[src/rtl/rb_access_ctrl.sv]
// Register-bank initiator: buffers writebacks in a FIFO, arbitrates operand reads against the drain.
// Optional RB_BYPASS_EN: reads always win in IDLE and forward the youngest matching FIFO entry.
module rb_access_ctrl #(
    parameter int unsigned DW         = 16,
    parameter int unsigned AW         = 4,
    parameter int unsigned WB_DEPTH   = 4,
    parameter int unsigned STARVE_MAX = 4
) (
    input  logic              clk,
    input  logic              rst,
    input  logic              rd_valid,
    output logic              rd_ready,
    input  logic [AW-1:0]     rd_ra,
    input  logic [AW-1:0]     rd_rb,
    output logic              op_valid,
    input  logic              op_ready,
    output logic [DW-1:0]     op_a,
    output logic [DW-1:0]     op_b,
    input  logic              wb_valid,
    output logic              wb_ready,
    input  logic [AW-1:0]     wb_rd,
    input  logic [DW-1:0]     wb_data,
    input  logic [DW-1:0]     rb_a,
    input  logic [DW-1:0]     rb_b,
    output logic [DW-1:0]     rb_d,
    output logic              rb_rw,
    output logic [3*AW-1:0]   rb_rs
);

    localparam int unsigned PW = $clog2(WB_DEPTH);
    localparam int unsigned CW = PW + 1;

    typedef enum logic {IDLE, RESP} state_t;

    state_t          state_q, state_d;
    logic [AW-1:0]   fifo_rd_q   [WB_DEPTH];
    logic [DW-1:0]   fifo_data_q [WB_DEPTH];
    logic [PW-1:0]   wr_ptr_q, rd_ptr_q;
    logic [CW-1:0]   count_q, count_d;
    logic [DW-1:0]   op_a_q, op_a_d, op_b_q, op_b_d;
    logic            full, empty, push, pop;
    logic            rd_issue, wr_issue;
    logic [DW-1:0]   fwd_a, fwd_b;

    assign full     = (count_q == CW'(WB_DEPTH));
    assign empty    = (count_q == '0);
    assign wb_ready = !full;
    assign push     = wb_valid && !full;
    assign pop      = wr_issue;

`ifdef RB_BYPASS_EN
    logic [PW-1:0] fwd_idx;

    // Walk oldest to youngest so the youngest match wins.
    always_comb begin
        fwd_a   = rb_a;
        fwd_b   = rb_b;
        fwd_idx = '0;
        for (int unsigned i = 0; i < WB_DEPTH; i++) begin
            fwd_idx = rd_ptr_q + PW'(i);
            if (CW'(i) < count_q) begin
                if (fifo_rd_q[fwd_idx] == rd_ra) fwd_a = fifo_data_q[fwd_idx];
                if (fifo_rd_q[fwd_idx] == rd_rb) fwd_b = fifo_data_q[fwd_idx];
            end
        end
    end

    assign rd_issue = !rst && (state_q == IDLE) && rd_valid;
`else
    localparam int unsigned SW = $clog2(STARVE_MAX + 1);

    logic [SW-1:0] starve_q, starve_d;
    logic [PW-1:0] haz_idx;
    logic          hazard;

    always_comb begin
        hazard  = 1'b0;
        haz_idx = '0;
        for (int unsigned i = 0; i < WB_DEPTH; i++) begin
            haz_idx = rd_ptr_q + PW'(i);
            if ((CW'(i) < count_q) &&
                ((fifo_rd_q[haz_idx] == rd_ra) || (fifo_rd_q[haz_idx] == rd_rb)))
                hazard = 1'b1;
        end
    end

    assign fwd_a = rb_a;
    assign fwd_b = rb_b;
    assign rd_issue = !rst && (state_q == IDLE) && rd_valid &&
                      (empty || ((starve_q == SW'(STARVE_MAX)) && !hazard));

    always_comb begin
        starve_d = starve_q;
        if (rd_issue)
            starve_d = '0;
        else if ((state_q == IDLE) && rd_valid && wr_issue && (starve_q != SW'(STARVE_MAX)))
            starve_d = starve_q + 1'b1;
    end

    always_ff @(posedge clk or posedge rst) begin
        if (rst) starve_q <= '0;
        else     starve_q <= starve_d;
    end
`endif

    assign wr_issue = !rst && !empty && !rd_issue;
    assign count_d  = count_q + CW'(push) - CW'(pop);

    // Storage needs no reset: entries are only visible through count_q.
    always_ff @(posedge clk) begin
        if (push) begin
            fifo_rd_q[wr_ptr_q]   <= wb_rd;
            fifo_data_q[wr_ptr_q] <= wb_data;
        end
    end

    always_ff @(posedge clk or posedge rst) begin
        if (rst) begin
            wr_ptr_q <= '0;
            rd_ptr_q <= '0;
            count_q  <= '0;
        end else begin
            if (push) wr_ptr_q <= wr_ptr_q + 1'b1;
            if (pop)  rd_ptr_q <= rd_ptr_q + 1'b1;
            count_q <= count_d;
        end
    end

    always_comb begin
        rb_rw = wr_issue;
        rb_d  = '0;
        rb_rs = '0;
        if (wr_issue) begin
            rb_d  = fifo_data_q[rd_ptr_q];
            rb_rs = {fifo_rd_q[rd_ptr_q], {(2*AW){1'b0}}};
        end else if (rd_issue) begin
            rb_rs = {{AW{1'b0}}, rd_ra, rd_rb};
        end
    end

    always_comb begin
        state_d = state_q;
        op_a_d  = op_a_q;
        op_b_d  = op_b_q;
        case (state_q)
            IDLE: begin
                if (rd_issue) begin
                    state_d = RESP;
                    op_a_d  = fwd_a;
                    op_b_d  = fwd_b;
                end
            end
            RESP: begin
                if (op_ready) state_d = IDLE;
            end
            default: state_d = IDLE;
        endcase
    end

    always_ff @(posedge clk or posedge rst) begin
        if (rst) begin
            state_q <= IDLE;
            op_a_q  <= '0;
            op_b_q  <= '0;
        end else begin
            state_q <= state_d;
            op_a_q  <= op_a_d;
            op_b_q  <= op_b_d;
        end
    end

    assign rd_ready = rd_issue;
    assign op_valid = (state_q == RESP);
    assign op_a     = op_a_q;
    assign op_b     = op_b_q;

endmodule

[config.mk]
export PLATFORM = sky130hd
export DESIGN_NAME = rb_access_ctrl
export DESIGN_NICKNAME = d
export VERILOG_FILES = /design/src/rtl/rb_access_ctrl.sv
export SDC_FILE = /design/constraint.sdc
export NUM_CORES = 1
export LEC_CHECK = 0
export CORE_AREA = 2 2 136 138
export CTS_CLUSTER_SIZE = 40
export DETAILED_ROUTE_END_ITERATION = 7
export DIE_AREA = 0 0 138 140
export GPL_TIMING_DRIVEN = 0
export PLACE_DENSITY_LB_ADDON = 0.12
export SLEW_MARGIN = 20
export SYNTH_ARGS = -nofsm -noshare
export SYNTH_HDL_FRONTEND = slang
export SYNTH_SLANG_ARGS = --single-unit
[constraint.sdc]
create_clock -name clk -period 3.8 [get_ports clk]
set_clock_uncertainty 0.2 [all_clocks]
set_input_delay 0.95 -clock clk [delete_from_list [all_inputs] [get_ports clk]]
set_output_delay 0.95 -clock clk [all_outputs]
set_load 0.02 [all_outputs]
Word-level counts from Yosys, hierarchy flattened
Memory sizes are Yosys's and may differ from the RTL's.
Index checks and enable logic that the tools add are counted.

operators by class
  $lt $le $gt $ge = 4
  equal/unequal tests = 11
  add/subtract/negate cells = 7
  reduce and logical (&&, ||, !) cells = 27
  mux-type cells = 14
  bitwise logic cells = 1

operators with widths
  cell                                                                          count
  4-bit equality test                                                           8
  16-bit 2-to-1 mux                                                             1
  1-bit logical AND                                                             14
  12-bit 2-to-1 mux                                                             1
  1-bit 2-to-1 mux                                                              8
  8-bit 2-to-1 mux                                                              1
  3-bit equality test (second input constant)                                   2
  1-bit by 3-bit less-than comparator with 1-bit output (first input constant)  2
  2-bit by 3-bit less-than comparator with 1-bit output (first input constant)  2
  3-bit 2-to-1 mux                                                              2
  1-bit zero test                                                               5
  1-bit logical OR                                                              5
  2-bit by 1-bit adder with 2-bit output (second input constant)                2
  2-bit adder (second input constant)                                           2
  3-bit by 1-bit adder with 3-bit output                                        1
  3-bit by 1-bit adder with 3-bit output (second input constant)                1
  3-bit zero test                                                               1
  3-bit inequality test (second input constant)                                 1
  3-bit by 1-bit subtractor with 3-bit output                                   1
  1-bit case mux with 2 select lines                                            1
  2-bit AND reduction                                                           1
  2-bit nonzero test                                                            1
  1-bit inverter                                                                1

storage, ports and cells
  output and inout bits = 64
  bits of input ports = 65
  bits in writable memories = 80
  memories kept = 2
  register bits after elaboration = 43

memory list
  name         depth  bits a word  read ports  clocked after memory_dff  wr ports  RTL line  text
  fifo_data_q  4      16           1           0                         1         37        logic [DW-1:0] fifo_data_q [WB_DEPTH];
  fifo_rd_q    4      4            4           0                         1         36        logic [AW-1:0] fifo_rd_q [WB_DEPTH];

Logic depth before layout (Yosys ltp)
Gate-level depths: netlist of run 1.
An unclocked memory read counts as a cell.

  depth in word-level cells = 18
  depth in mapped cells = 17
  mapped depth without buffers = 13

Least setup slack after synthesis of run 1
Ideal clock, no wire load.

  path kind = input to register
  start = in rst
  end = reg count_q[2]
  buffers on the path = 1
  data arrival time = 4.054 ns
  path slack = -0.576 ns
  required time = 3.478 ns
  stages = 10
  path through = inv_1 > nand2_1 > clkbuf_1 > nor2_1 > ha_1 > inv_1 > ha_1 > inv_1 > fa_1 > xor2_1

on the way
  word-level cells in the longest chain between the ends = 7
  elaborated cells between the ends (all ways) = 8

ends and longest elaborated chain
  item                                           RTL line  text
  from (decl)                                    10        input logic rst,
  1-bit zero test (no line) *                    n/a
  1-bit logical AND (3 in a row)                 89        assign rd_issue = !rst && (state_q == IDLE) && rd_valid &&
  1-bit zero test                                106       assign wr_issue = !rst && !empty && !rd_issue;
  1-bit logical AND *                            106
  net rb_rw                                      26        output logic rb_rw,
  3-bit by 1-bit subtractor with 3-bit output *  107       assign count_d = count_q + CW'(push) - CW'(pop);
  net count_d[2]                                 39        logic [CW-1:0] count_q, count_d;
  to (signal assigned)                           125       count_q <= count_d;
  to (decl)                                      39

The timed path passes the listed nets; every way through them passes the cells marked *.
A chain may end at the register's enable or synchronous reset.

Final worst setup path of run 1
  start = reg rd_ptr_q[0]
  end = out rb_d[14]

on the way
  word-level cells in the longest chain between the ends = 15
  elaborated cells between the ends (all ways) = 32

ends and longest elaborated chain
  item                                                                        RTL line  text
  from (decl)                                                                 38        logic [PW-1:0] wr_ptr_q, rd_ptr_q;
  from (signal assigned)                                                      124       if (pop) rd_ptr_q <= rd_ptr_q + 1'b1;
  2-bit by 1-bit adder with 2-bit output or memory 4 x 4 bit (tied branches)  n/a
  memory 4 x 4 bit or 4-bit equality test (tied branches)                     n/a
  4-bit equality test or 1-bit logical OR (tied branches)                     82        ((fifo_rd_q[haz_idx] == rd_ra) || (fifo_rd_q[haz_idx] == rd_rb)))
  1-bit logical OR or 1-bit logical AND (tied branches)                       82, 81
  1-bit logical AND or 1-bit 2-to-1 mux (tied branches)                       81        if ((CW'(i) < count_q) &&
  1-bit 2-to-1 mux (3 in a row)                                               81
  1-bit zero test                                                             90        (empty || ((starve_q == SW'(STARVE_MAX)) && !hazard));
  1-bit logical AND                                                           90
  1-bit logical OR                                                            90
  1-bit logical AND                                                           89
  1-bit zero test                                                             106
  1-bit logical AND                                                           106
  16-bit 2-to-1 mux *                                                         133       if (wr_issue) begin
  to (decl)                                                                   25        output logic [DW-1:0] rb_d,

Mark *: on every way between the ends. The rest lies on a longest branch, timed or not.

==> flow_metrics.py, run 1 <==
metrics = {
    "grt": {
        "grt_max_degree": 23,
        "antenna_found_initial": 0,
        "busiest_layer": "met2",
        "grt_usage_pct": 20.83,
        "grt_util_met2_pct": 35.90,
        "met1_usage_pct": 25.62,
        "first_global_vias": 5851,
        "grt_overflow": 0,
        "use_met3_pct": 4.957,
        "grt_first_pass_wirelength_um": 31640,
    },
    "power": {
        "comb_power_share_pct": 56.2,
        "finalPower_mw": 8.285,
        "p_sw_share_pct": 41.02,
        "power_leakage_nw": 3.356,
        "p_clk_share_pct": 19.7,
        "p_per_area_mw_per_mm2": 854.0,
        "power.internal_mw": 4.886,
        "seqPwrFrac_pct": 24.1,
        "ir_drop_mv": 0.4708,
        "p_switching_mw": 3.398,
    },
    "routing": {
        "drc": 0,
        "final_antenna_net_count": 0,
        "viasPerCell": 5.738,
        "drt-initial-drc-count": 506,
        "drt-pass1-iter-count": 6,
        "wl_per_cell_um": 20.80,
        "wl_um": 20050,
        "num_vias": 5531,
    },
    "worst_setup_path": {
        "critPathRequiredTime_ns": 2.65,
        "worst-path-max-fanout": 8,
        "reg2regPathDepth": 18,
        "arrival_ns": 3.19,
        "timing.rr.start": "rd_ptr_q[0]",
        "crit_type": "flip-flop to primary output",
        "critical_path.endpoint_type": "primary output",
        "reg2reg_to": "count_q[1]",
        "rrSetupSlack_ns": -0.23,
        "startpoint_type": "flip-flop",
    },
    "layout": {
        "fin_util_pct": 54.56,
        "drive_above_1_share_pct": 28.84,
        "instances_no_fill": 964,
        "fin_area_mm2": 0.009701,
        "final_common_cell": "clkdlybuf4s50_1",
        "antenna_cells": 0,
        "layout_common_cells": "clkdlybuf4s50_1 (90), edfxtp_1 (80), nand3_1 (69), dfrtp_1 (42), buf_4 (41)",
        "multi_input_area_mm2": 0.003525,
        "fillers": 1490,
        "final_net_count": 798,
        "seq_area_mm2": 0.003480,
        "syn_to_final_growth_pct": 38.45,
    },
    "synthesis": {
        "synth_cell_type_count": 50,
        "ys.flop_type": "edfxtp_1",
        "synth_edf_count": 80,
        "synthMuxAreaShare_pct": 12.71,
        "synth_compound_area_share_pct": 12.79,
        "yosysSeqAreaShare_pct": 49.64,
        "synth_top_family_by_area": "simple AND/OR/NAND/NOR gates",
        "synth_nets": 625,
        "synth_async_sr_flop_share_pct": 34.96,
        "ys_seq_elements": 123,
        "yosys.area_share.simple_pct": 14.55,
        "synthAdderAreaFrac_pct": 2.071,
        "synth-xor-area-share_pct": 3.500,
        "yosysWarnings": 0,
        "syn_area_per_cell_um2": 12.76,
        "synth_area_mm2": 0.007007,
        "postSynthCellCount": 549,
    },
    "placement": {
        "pre_cts_ws_ns": -1.576,
        "post-dp-hpwl_um": 13040,
        "placed_area_mm2": 0.008641,
        "placed_cells": 900,
        "io_buffers": 122,
        "globalplace.congestion": 0.8376,
    },
    "worst_hold_path": {
        "min_from": "op_a[0]",
        "hold_path.class": "flip-flop to flip-flop",
        "worstHoldEndpoint": "op_a[0]",
        "holdPathStages": 2,
    },
    "floorplan": {
        "io_pins": 129,
        "start_util_pct": 39.41,
        "rows": 49,
        "core-area_mm2": 0.01778,
        "die_area_mm2": 0.01932,
        "die_h_um": 140,
        "die_width_um": 138,
    },
    "timing": {
        "final.period_utilization_pct": 114.3,
        "relSlewSlack_pct": 39.98,
        "fin_setup_tns_ns": -14.52,
        "finalHoldViolations": 0,
        "setup-violations-final": 32,
        "maxSlewViolCount": 0,
        "layout_setup_ws_ns": -0.5418,
        "tightest_slew_ns": 0.9003,
        "period_minus_slack_ns": 4.342,
        "rsz0062_at_grt": "true",
        "max_freq_mhz": 230.3,
        "hold_ws_ns": 0.3700,
    },
    "clock_tree": {
        "cts.path.max_buffers": 2,
        "cts_buffers": 17,
        "clkLatencyLatePin_ns": 0.42,
        "cts_root_buffer": "clkbuf_16",
        "hold_buffers": 0,
        "clock_sinks": 123,
        "cts_tree": "yes",
        "cts_max_level": 4,
        "clk_pin_slew_worst_paths_ns": 0.06,
    },
    "outcome": {
        "violations": "setup timing",
        "status": "complete, but fails checks",
    },
    "run": {
        "drv_cap": 0,
    },
}
[power by group through the flow]
| stage | clock network, mW | logic [mW] | registers [mW] |
|---|---|---|---|
| 2_1_floorplan | 0 | 2.81 | 2.10 |
| 3_3_place_gp | 0 | 4.08 | 1.99 |
| 3_5_place_dp | 0 | 4.18 | 2.01 |
| 4_1_cts | 1.65 | 4.52 | 1.99 |
| 5_1_grt | 1.71 | 5.00 | 2.03 |
| 6_report | 1.63 | 4.66 | 2.00 |
[worst max-delay path by stage]
stage,slack (ns),depth (start not counted),to,startpoint
detailed placement,-1.58,6,rb_d[14],rst
floorplan,-0.13,8,rb_rs[9],rd_ra[1]
global placement,-1.55,6,rb_d[14],rst
CTS,-0.65,13,rb_d[14],rd_ptr_q[1]
finish,-0.54,12,rb_d[14],rd_ptr_q[0]
global route,-0.66,11,rb_rs[9],rd_rb[1]
[synthesized netlist by cell type, drive strengths merged (2+ instances only)]
library cell  count  area (um^2)
a2111oi           2        42.54
a21boi           10        90.09
a21oi             4        20.02
a222oi           32        320.3
and2             34        212.7
and3              4        25.02
buf              24        170.2
clkbuf           30        112.6
dfrtp            43         1076
edfxtp           80         2402
ha               10        125.1
inv              13        48.80
mux2              3        33.78
mux2i            27        294.0
mux4             25        563.0
nand2            14        52.55
nand2b            5        31.28
nand3            69        345.3
nand4             2        12.51
nor2              6        22.52
nor3              5        25.02
nor3b            19        222.7
nor4              2        25.02
o2111ai          34        297.8
o21ai             9        48.80
o22ai             2        12.51
or2               3        18.77
or3               2        12.51
xnor2            24        210.2
xor2              4        35.03
[flip-flops by register name, indices dropped and copies added, names as in the netlist]
| signal | cells |
|---|---|
| op_valid | 1 |
| op_b | 16 |
| fifo_rd_q | 16 |
| wr_ptr_q | 2 |
| count_q | 3 |
| starve_q | 3 |
| fifo_data_q | 64 |
| op_a | 16 |
| rd_ptr_q | 2 |
[layer usage]
layer,vias up,wire [um]
met1,2762,8261
met5,-,0
li1,2532,-
met4,0,337
met2,215,10260
met3,22,1194
[cell families (layout without fill, tap and decap cells)]
| logic type | Yosys count | count (layout) |
|---|---|---|
| multiplexers | 55 | 55 |
| AO/OA/AOI/OAI | 98 | 99 |
| buffers and inverters | 67 | 252 |
| XOR/XNOR | 28 | 28 |
| flip-flops | 123 | 123 |
| AND/OR/NAND/NOR | 167 | 167 |
| adder cells (fa/ha/maj) | 11 | 11 |
[critical path: stages (launching register included)]
cell      delay (ns)
dfrtp_1         0.34
buf_6           0.15
mux4_2          0.57
buf_6           0.15
xnor2_2         0.12
o21ai_2         0.09
o32ai_4         0.15
a2111o_1        0.44
a21boi_4        0.26
buf_6           0.15
buf_12          0.15
nor3b_4         0.06
buf_6           0.14
[layout make-up]
cell class              count  area share (%)
inverters                  13          0.5417
repair inverters            2          0.1290
multi-input cells         360           36.33
clock inverters            14           1.677
clock buffers              18           4.424
repair buffers            155           15.23
flip-flops and latches    123           35.87
plain buffers              50           2.838
well taps                 229           2.954
[timing repair]
action | 4_1_cts | 5_1_grt
setup buffers | 35 | 9
resized for setup | 194 | 30
endpoints found under the setup margin | 33 | 33
endpoints found under the hold margin | 0 | 0
gates cloned | 4 | 0
pin swaps | 23 | 14
Note: power is estimated with default switching activity, not from simulation.
==> inputs of run 2 (changes only) <==
--- a/config.mk
+++ b/config.mk
@@ -11,7 +11,7 @@
 export DIE_AREA = 0 0 138 140
 export GPL_TIMING_DRIVEN = 0
 export PLACE_DENSITY_LB_ADDON = 0.12
-export SLEW_MARGIN = 20
+export SKIP_CTS_REPAIR_TIMING = 1
 export SYNTH_ARGS = -nofsm -noshare
 export SYNTH_HDL_FRONTEND = slang
 export SYNTH_SLANG_ARGS = --single-unit
==> run 2 against run 1 <==
  * Worst hold slack worse by 0.0043 ns
  * Cell count up 0.41%
  * The flow still finishes with violations (setup timing)
  * Sequential power about the same
  * Global-route usage down 1.2 points
  * First-iteration DRC count up 9.1%
  * Largest power group unchanged
  * Register-to-register slack better by 0.03 ns
  * Power down 0.73%
  * Combinational power up 1%
  * Critical endpoint is now rb_rs[9]
==> flow_metrics.py, run 2 (synthesized netlist as in run 1, its figures left out) <==
metrics = {
    "clock_tree": {
        "cts.path.max_buffers": 2,
        "cts_max_level": 4,
        "cts_buffers": 17,
        "clkLatencyLatePin_ns": 0.42,
        "clk_pin_slew_worst_paths_ns": 0.06,
        "cts_root_buffer": "clkbuf_16",
        "cts_tree": "yes",
        "clock_sinks": 123,
    },
    "grt": {
        "met1_usage_pct": 25.02,
        "grt_overflow": 0,
        "use_met3_pct": 4.513,
        "busiest_layer": "met2",
        "grt_usage_pct": 19.67,
        "grt_first_pass_wirelength_um": 30070,
        "grt_util_met2_pct": 33.53,
        "antenna_found_initial": 0,
        "first_global_vias": 5551,
        "grt_max_degree": 45,
    },
    "routing": {
        "drt-pass1-iter-count": 5,
        "drt-initial-drc-count": 552,
        "final_antenna_net_count": 0,
        "wl_um": 20090,
        "num_vias": 5558,
        "viasPerCell": 5.742,
        "wl_per_cell_um": 20.75,
        "drc": 0,
    },
    "run": {
        "drv_cap": 0,
    },
    "layout": {
        "final_net_count": 802,
        "antenna_cells": 0,
        "drive_above_1_share_pct": 28.01,
        "syn_to_final_growth_pct": 38.84,
        "max_flop_register": "fifo_data_q",
        "layout_common_cells": "clkdlybuf4s50_1 (90), edfxtp_1 (80), nand3_1 (69), dfrtp_1 (42), buf_4 (39)",
        "final_common_cell": "clkdlybuf4s50_1",
        "multi_input_area_mm2": 0.003516,
        "seq_area_mm2": 0.003480,
        "instances_no_fill": 968,
        "fillers": 1469,
        "largest_reg_flops": 64,
    },
    "floorplan": {
        "core-area_mm2": 0.01778,
        "die_area_mm2": 0.01932,
        "die_h_um": 140,
        "die_width_um": 138,
        "start_util_pct": 39.41,
        "rows": 49,
        "io_pins": 129,
    },
    "outcome": {
        "status": "complete, but fails checks",
        "violations": "setup timing",
    },
    "timing": {
        "finalHoldViolations": 0,
        "final.period_utilization_pct": 116.5,
        "rsz0062_at_grt": "true",
        "hold_ws_ns": 0.3657,
        "setup-violations-final": 32,
        "fin_setup_tns_ns": -16.64,
        "max_freq_mhz": 225.8,
        "relSlewSlack_pct": 21.57,
        "period_minus_slack_ns": 4.428,
        "tightest_slew_ns": 1.170,
        "maxSlewViolCount": 0,
        "layout_setup_ws_ns": -0.6279,
    },
    "worst_setup_path": {
        "critical_path.top_delay_family": "compound AO/OA/AOI/OAI gates",
        "worst-path-stages": 12,
        "crit_buf_inv": 5,
        "arrival_ns": 3.28,
        "startpoint_type": "flip-flop",
        "crit_type": "flip-flop to primary output",
        "cp_cell_sequence": "buf_12 -> buf_12 -> mux4_2 -> xnor2_1 -> o21ai_1 -> o22ai_4 -> a211oi_4 -> a21boi_4 -> buf_12 -> buf_4 -> a2111oi_4 -> buf_4",
        "rrSetupSlack_ns": -0.20,
        "reg2regPathDepth": 17,
        "crit_top_cell": "buf_12",
        "crit_path_top_delay_cell": "mux4_2",
        "critPathRequiredTime_ns": 2.65,
        "worst-path-max-fanout": 10,
        "crit_start": "rd_ptr_q[1]",
        "timing.rr.start": "rd_ptr_q[1]",
        "critical_path.endpoint_type": "primary output",
        "critPathMaxStageDelay_ns": 0.56,
    },
    "placement": {
        "pre_cts_ws_ns": -1.605,
        "globalplace.congestion": 0.8376,
        "io_buffers": 122,
        "post-dp-hpwl_um": 13060,
        "placed_cells": 900,
    },
    "power": {
        "p_per_area_mw_per_mm2": 845.4,
        "power_leakage_nw": 3.376,
        "ir_drop_mv": 0.5498,
    },
    "worst_hold_path": {
        "hold_path.class": "flip-flop to flip-flop",
        "min_from": "op_b[11]",
        "holdPathStages": 2,
    },
}
run 2: cell types whose count changed in the layout (fill, tap and decap cells not counted), sizes merged:
cell / change
dlygate4sd2: -1
clkdlybuf4s15: -1
clkbuf: +4
clkinvlp: +1
clkinv: +1
bufinv: -2
dlymetal6s2s: +2
run 2: worst paths after layout:
check | to
hold reg to reg | op_b[11]
max in group asynchronous | op_a[8]
min in group asynchronous | op_valid
hold / removal | op_b[11]
setup reg to reg | count_q[1]
setup / recovery | rb_rs[9]
run 2: stage by stage:
step,area (um^2),power [mW],util (%)
2_1_floorplan,7128,4.914,-
3_3_place_gp,8636,6.075,48.57
3_5_place_dp,8636,6.188,48.57
4_1_cts,9180,7.705,51.63
5_1_grt,9728,8.698,54.72
6_report,9728,8.224,54.72
run 2: worst reg2reg max path: stages, from the launching register on:
cell and delay (ns):
dfrtp_2 0.46, buf_12 0.16, buf_12 0.14, mux4_2 0.56, xnor2_1 0.15, o21ai_1 0.15, o22ai_4 0.15, a211oi_4 0.28
a21boi_4 0.25, buf_12 0.16, clkbuf_16 0.16, nor2_4 0.05, ha_4 0.24, inv_1 0.05, ha_1 0.13, inv_1 0.05
fa_2 0.51, inv_1 0.04
run 2: layout make-up:
class	instances	share of cell area [%]
plain buffers	54	3.447
well taps	229	2.945
flip-flops and latches	123	35.77
repair inverters	2	0.1029
repair buffers	155	15.46
clock buffers	18	4.412
multi-input cells	360	36.14
inverters	13	0.5402
clock inverters	14	1.183
run 2: report_power, final:
part | internal (mW) | switching [mW]
Clock | 0.847 | 0.644
Combinational | 2.18 | 2.54
Sequential | 1.80 | 0.213
Total | 4.82 | 3.40
run 2: layer usage:
layer / vias up / share of wire (%)
met5: - / 0
met4: 0 / 1.7
met3: 22 / 5.8
met2: 211 / 51
met1: 2779 / 41
li1: 2546 / -
==> RTL edit (settings of run 1) <==
Build with the macro `RB_BYPASS_EN` defined.
--- a/src/rtl/rb_access_ctrl.sv
+++ b/src/rtl/rb_access_ctrl.sv
@@ -1,5 +1,7 @@
 // Register-bank initiator: buffers writebacks in a FIFO, arbitrates operand reads against the drain.
 // Optional RB_BYPASS_EN: reads always win in IDLE and forward the youngest matching FIFO entry.
+`define RB_BYPASS_EN
+
 module rb_access_ctrl #(
     parameter int unsigned DW         = 16,
     parameter int unsigned AW         = 4,
Formal check against the unedited RTL: not equivalent (a bounded check fails within 4 cycles, from zero or initial values and one cycle with rst high).
==> RTL edit against run 1 <==
- the run still ends with negative setup slack left
- sequential cell count down 3
- total power up 10%
- design area up 8.3%
- non-clock buffer count down 6
- routed wire length up 28%
- synthesized area up 18%
- cell count up 23%
- worst setup slack better by 0.53 ns
- via count up 27%
- critical endpoint is now rb_d[13]
==> RTL edit: results (changes against run 1) <==
status: finished, violations left
failing checks: negative setup slack
VDD IR max: 0.4634 mV (-1.6%)
RD Place Congestion: 0.8894 (+6.2%)
Int Power: 5.076 mW (+3.9%)
Routed WL: 25.67 mm (+28%)
met1 usage: 39.65% (+14 points)
vias in the first global route: 6768 (+16%)
synth cell count leaders: nor2_1 (97), edfxtp_1 (80), a21oi_1 (66), o21ai_0 (64), mux2_2 (47)
fillers: 1560 (+4.7%)
DR vias: 7015 (+27%)
Worst path slowest cell: clkdlybuf4s50_1
final worst-path setup slack: -0.01593 ns (+0.5259 ns)
drt pass-1 iters: 5 (-1)
post-synthesis mux area share: 14.75% (+2.0 points)
Setup WS pre-CTS: -1.126 ns (+0.4500 ns)
# setup viols final: 1 (-97%)
fraction of layout cells with a size suffix above 1: 19.54% (-9.3 points)
crit-path max FO: 10 (+2)
XOR/XNOR Fraction of Synth Area: 3.812% (+0.31 points)
Critical Path AT: 2.67 ns (-0.52 ns)
Port-buffer cells: 120 (-1.6%)
GRT met3 Usage: 6.017% (+1.1 points)
Total GRT Usage: 26.68% (+5.9 points)
Post-synth ARST share: 33.33% (-1.6 points)
met2 Use GR: 39.84% (+3.9 points)
nets@finish: 1018 (+28%)
worst-margin pin slew: 1.072 ns (+0.1714 ns)
largest cells by area after synthesis: edfxtp_1 (29%), dfrtp_1 (12%), mux2_2 (6.4%)
sequential share of the synthesized area: 41.15% (-8.5 points)
Compound-Gate Fraction of Synth Area: 23.00% (+10 points)
largest net degree at the start of global routing: 21 (-8.7%)
first-pass GRT wire length: 39.54 mm (+25%)
DP Area: 9762 µm² (+13%)
DR iter-0 viols: 634 (+25%)
RTL edit: power by group through the flow:
| stage | registers [mW] | logic, mW | clock network, mW |
|---|---|---|---|
| 2_1_floorplan | 2.12 | 3.43 | 0 |
| 3_3_place_gp | 1.99 | 5.10 | 0 |
| 3_5_place_dp | 2.00 | 5.13 | 0 |
| 4_1_cts | 1.98 | 5.20 | 1.85 |
| 5_1_grt | 2.03 | 5.71 | 1.92 |
| 6_report | 1.99 | 5.32 | 1.84 |
RTL edit: path summary, 6_finish.rpt:
path	from	endpoint	slack, ns	depth (start not counted)
min	count_q[0]	count_q[0]	0.37	1
max	rd_valid	rb_d[13]	-0.02	5
min in group asynchronous	rst	op_b[4]	0.62	2
max in group asynchronous	rst	count_q[2]	2.12	2
min reg2reg	count_q[0]	count_q[0]	0.37	1
max reg2reg	rd_ptr_q[1]	op_b[12]	1.07	9
RTL edit: area by class of cell:
class	count	area [µm²]	share of cell area, %
timing repair inverter	2	10.01	0.09530
clock buffer	17	425.4	4.050
timing repair buffer	121	1182	11.26
multi-input combinational	592	4415	42.04
clock inverter	15	237.7	2.263
tap	229	286.5	2.728
buffer	78	494.2	4.705
sequential	120	3403	32.40
inverter	12	48.80	0.4646
RTL edit: timing repair:
| action | 4_1_cts | 5_1_grt |
|---|---|---|
| endpoints found under the setup margin | 30 | 12 |
| buffers inserted | 1 | 0 |
| gates cloned | 2 | 0 |
| resized for setup | 58 | 18 |
RTL edit: per-stage QoR:
| stage | util, % | std cells |
|---|---|---|
| 2_1_floorplan | - | 804 |
| 3_3_place_gp | 54.91 | 1153 |
| 3_5_place_dp | 54.91 | 1153 |
| 4_1_cts | 58.87 | 1186 |
| 5_1_grt | 59.08 | 1186 |
| 6_report | 59.08 | 1186 |
